File: src/rtl/multibyte_add_sequencer.sv
// Byte-serial multi-byte adder sequencer driving one shared external 8-bit adder.
// Optional macro ADD_SEQ_OVF_EN adds a registered signed-overflow flag output (ovf).
module multibyte_add_sequencer #(
  parameter int unsigned NBYTES = 4
) (
  input  logic                  clk,
  input  logic                  rst_n,
  input  logic                  start,
  input  logic [8*NBYTES-1:0]   op_a,
  input  logic [8*NBYTES-1:0]   op_b,
  input  logic                  cin,
  output logic                  busy,
  output logic                  done,
  output logic [8*NBYTES-1:0]   result,
  output logic                  cout,
`ifdef ADD_SEQ_OVF_EN
  output logic                  ovf,
`endif
  output logic [7:0]            add_a,
  output logic [7:0]            add_b,
  output logic                  add_cin,
  input  logic [7:0]            add_sum,
  input  logic                  add_cout
);

  localparam int unsigned W    = 8 * NBYTES;
  localparam int unsigned IDXW = (NBYTES > 1) ? $clog2(NBYTES) : 1;
  localparam logic [IDXW-1:0] LAST_IDX = IDXW'(NBYTES - 1);

  typedef enum logic [1:0] {
    S_IDLE = 2'd0,
    S_RUN  = 2'd1,
    S_DONE = 2'd2
  } state_e;

  state_e          state_q, state_d;
  logic [IDXW-1:0] idx_q, idx_d;
  logic            carry_q, carry_d;
  logic [W-1:0]    a_q, a_d;
  logic [W-1:0]    b_q, b_d;
  logic [W-1:0]    result_q, result_d;
  logic            cout_q, cout_d;
  logic            ovf_q, ovf_d;
  logic [IDXW+2:0] bit_ofs;

  // Bit offset of the byte currently being processed.
  assign bit_ofs = {idx_q, 3'b000};

  always_ff @(posedge clk or negedge rst_n) begin
    if (!rst_n) begin
      state_q  <= S_IDLE;
      idx_q    <= '0;
      carry_q  <= 1'b0;
      a_q      <= '0;
      b_q      <= '0;
      result_q <= '0;
      cout_q   <= 1'b0;
      ovf_q    <= 1'b0;
    end else begin
      state_q  <= state_d;
      idx_q    <= idx_d;
      carry_q  <= carry_d;
      a_q      <= a_d;
      b_q      <= b_d;
      result_q <= result_d;
      cout_q   <= cout_d;
      ovf_q    <= ovf_d;
    end
  end

  // Next-state, operand latching and byte capture.
  always_comb begin
    state_d  = state_q;
    idx_d    = idx_q;
    carry_d  = carry_q;
    a_d      = a_q;
    b_d      = b_q;
    result_d = result_q;
    cout_d   = cout_q;
    ovf_d    = ovf_q;
    add_a    = 8'h00;
    add_b    = 8'h00;
    add_cin  = 1'b0;

    unique case (state_q)
      S_IDLE, S_DONE: begin
        if (start) begin
          a_d     = op_a;
          b_d     = op_b;
          carry_d = cin;
          idx_d   = '0;
          state_d = S_RUN;
        end else begin
          state_d = S_IDLE;
        end
      end

      S_RUN: begin
        add_a   = a_q[bit_ofs +: 8];
        add_b   = b_q[bit_ofs +: 8];
        add_cin = carry_q;
        result_d[bit_ofs +: 8] = add_sum;
        carry_d = add_cout;
        if (idx_q == LAST_IDX) begin
          cout_d  = add_cout;
          // Signed overflow: like-signed operands, sum sign differs.
          ovf_d   = (a_q[W-1] == b_q[W-1]) && (add_sum[7] != a_q[W-1]);
          state_d = S_DONE;
        end else begin
          idx_d = idx_q + IDXW'(1);
        end
      end

      default: begin
        state_d = S_IDLE;
      end
    endcase
  end

  assign busy   = (state_q == S_RUN);
  assign done   = (state_q == S_DONE);
  assign result = result_q;
  assign cout   = cout_q;

`ifdef ADD_SEQ_OVF_EN
  assign ovf = ovf_q;
`else
  logic unused_ovf;
  assign unused_ovf = ovf_q;
`endif

endmodule
File: config.mk
export PLATFORM = sky130hd
export DESIGN_NAME = multibyte_add_sequencer
export DESIGN_NICKNAME = d
export VERILOG_FILES = /design/src/rtl/multibyte_add_sequencer.sv
export SDC_FILE = /design/constraint.sdc
export NUM_CORES = 1
export LEC_CHECK = 0
export ABC_AREA = 1
export CAP_MARGIN = 20
export CORE_MARGIN = 5
export CORE_UTILIZATION = 25
export CTS_BUF_LIST = sky130_fd_sc_hd__clkbuf_8 sky130_fd_sc_hd__clkbuf_16
export CTS_CLUSTER_SIZE = 12
export DETAILED_ROUTE_END_ITERATION = 10
export HOLD_SLACK_MARGIN = 0.02
export PLACE_DENSITY = 0.44
export SYNTH_ARGS = -nofsm -noshare
export SYNTH_HDL_FRONTEND = slang
export SYNTH_SLANG_ARGS = --single-unit
File: constraint.sdc
create_clock -name clk -period 2 [get_ports clk]
set_input_delay 0.4 -clock clk [delete_from_list [all_inputs] [get_ports clk]]
set_output_delay 0.4 -clock clk [all_outputs]
set_load 0.01 [all_outputs]
==> results.toml <==
[status]
status = "completed"

[power]
ir_drop_uv = 534
p_comb_share_pct = 51.3
switching_power_uw = 4200
p_clk_share_pct = 17.0
power_frac_seq_pct = 31.7
p_leak_uw = 0.00335
p_int_uw = 6140
swShare_pct = 40.6
powerDensity_nw_per_um2 = 1480

[yosys]
ys_seq_area_share_pct = 50.1
synth_fp_nets = 689
synth_top_area_cell = "dfrtp_1"
synth.top_cell.area_share_pct = 50.1
synth-seq-cells = 102
async_reset_ff_share_pct = 100
synth_common_cells = "nand2_1, dfrtp_1, inv_1, o21ai_2, nand3_1"
avgSynthCellArea_um2 = 8.39
synth_area_leaders = "dfrtp_1, nand2_1, o21ai_2"
synth_warnings = 0
ys_types = 21
netlist_instances = 607
netlist_area_um2 = 5090
synth-main-ff-cell = "dfrtp_1"
synth_edf_count = 0
synth.most_common_cell = "nand2_1"

[route]
antenna_left = 0
routed_wl_mm = 14.6
drc = 0
wl_per_cell_um = 14.5
drt_iter0_drc = 207
viasPerCell = 4.17
vias = 4192
firstDrtPassIters = 4

[cts]
cts_made_buffers = 9
clk_latency_ns = 0.35
cts_sinks = 102
cts_htree_levels = 3
cts-root-buf = "clkbuf_16"
path_clk_slew_ns = 0.07
post_cts_buffers = 0
cts_buffer_depth = 2
cts_tree = "built"
hold_buffers = 0

[sta]
fin_setup_tns_ns = 0
final_max_slew_viol_count = 0
fin_ws_ns = 0.0735
clock.fmax_mhz = 519
hold_viol_final = 0
holdWs_ns = 0.0715
slew_headroom_pct = 58.3
worst_pin_slew_ns = 0.626
finalSetupViolCount = 0
rsz0062_at_grt = "no"
period_share_pct = 96.3
clock_skew_ns = 0.00570
min_period_ns = 1.93

[finish]
nets = 814
syn_to_final_growth_pct = 36.7
n_fill_cell = 2128
layout-drive-gt1-share_pct = 17.7
diodes = 0
final_area_um2 = 6960

[floorplan]
pin_count = 129
core_um2 = 20200
die_w_um = 153
rows = 52
dieArea_um2 = 23300
start_util_pct = 25.3
die_y_um = 153

[placement]
dp_hpwl_mm = 10.6
portBuffers = 128
place_area_um2 = 6670
post-place-ws_ns = 0.0124
gp_congestion = 0.762

[global_routing]
grt_util_all_layers_pct = 12.9
grt_pass1_vias = 4444
grt_max_degree = 103
antenna_found_initial = 0
grt.overflow.total = 0
grt_pass1_wl_mm = 24.0

[run]
cap_violations = 0

[setup_path]
crit_path_end_kind = "output pin"
crit_chain = "inv_4, buf_12, nand2_1, nand3_1, a21oi_2, clkdlybuf4s15_2"
arrival_ns = 1.53
crit_fanout = 16
crit_slowest_cell = "dfrtp_2"
required_ns = 1.60
critPathMaxStageDelay_ns = 0.43
startpoint_type = "flop"
worstSetupPathType = "reg2out"
crit_buf_inv = 3
crit_family = "buffers and inverters"

[worst_hold_path]
hold_class = "in2async"
-- logic make-up after synthesis --
family | synth area share (%)
AOI/OAI and AO/OA | 13.0
adders and majority gates | 1.23
buffers and inverters | 11.2
DFF | 50.1
and+or+nand+nor | 24.4
-- state kept, by name, indices dropped and copies added, names as in the netlist --
register and count:
idx_q 2, cout 1, result 32, b_q 32, carry_q 1, a_q 32, state_q 2
-- routing by layer --
layer  GRT usage (%)  vias up  part of all wire (%)
met5               0        -                     0
met4            3.44        0                   1.2
met3            2.75       10                   3.1
met2            21.7       64                    49
met1            17.0     1992                    46
li1                -     2126                     -
-- layout make-up --
cell class,instances,area (um^2),share of cell area [%]
multi-input cells,391,2010,28.9
flip-flops and latches,102,2550,36.7
clock buffers,10,239,3.43
clock inverters,5,52.6,0.755
repair buffers,142,1430,20.6
well taps,270,338,4.85
inverters,86,335,4.82
-- metrics by stage --
| stage | power [uW] | cells | utilization, % |
|---|---|---|---|
| global route | 11200 | 1006 | 34.5 |
| CTS | 10600 | 1006 | 34.8 |
| finish | 10300 | 1006 | 34.5 |
| floorplan | 6630 | 607 | - |
| global placement | 8710 | 990 | 33.1 |
| detailed placement | 8760 | 990 | 33.1 |
-- power by group through the flow --
stage,Clock [uW],Sequential (uW),Combinational [uW]
after floorplan,0,3350,3280
after global placement,0,3310,5400
after detailed placement,0,3320,5440
after CTS,1840,3290,5510
after global routing,1910,3370,5930
final,1760,3280,5300
-- timing repair --
action                                  4_1_cts  5_1_grt
pin swaps                                     1        5
gates resized for setup                      55       22
endpoints found under the setup margin       18       18
cloned                                        1        0
-- worst reg2reg max path: cells and delay by family, from the launching register on --
kind / cells / cell delay (ns)
AOI/OAI and AO/OA: 1 / 0.17
and+or+nand+nor: 2 / 0.58
DFF: 1 / 0.45
adders and majority gates: 1 / 0.18
buffers and inverters: 3 / 0.38
-- path summary, 6_finish.rpt --
check	start	endpoint	slack, ns	cells after the start
min in group clk	result[19]	result[19]	0.49	2
max in group asynchronous	rst_n	state_q[1]	1.37	2
hold / removal	rst_n	b_q[1]	0.07	2
setup / recovery	idx_q[0]	add_a[7]	0.07	6
hold reg to reg	result[19]	result[19]	0.49	2
setup reg to reg	idx_q[0]	result[2]	0.18	7
-- cell usage in the layout (no fill, tap or decap), drive strengths merged --
| master | instances |
|---|---|
| inv | 87 |
| o21ai | 73 |
| buf | 24 |
| dlygate4sd2 | 2 |
| nand2 | 234 |
| nor2 | 19 |
| ha | 5 |
| clkdlybuf4s15 | 1 |
| clkinv | 1 |
| clkinvlp | 2 |
| clkdlybuf4s50 | 109 |
| nand3 | 44 |
| a21oi | 16 |
| bufinv | 1 |
| dfrtp | 102 |
| clkbuf | 16 |
Note: power is estimated with default switching activity, not from simulation.
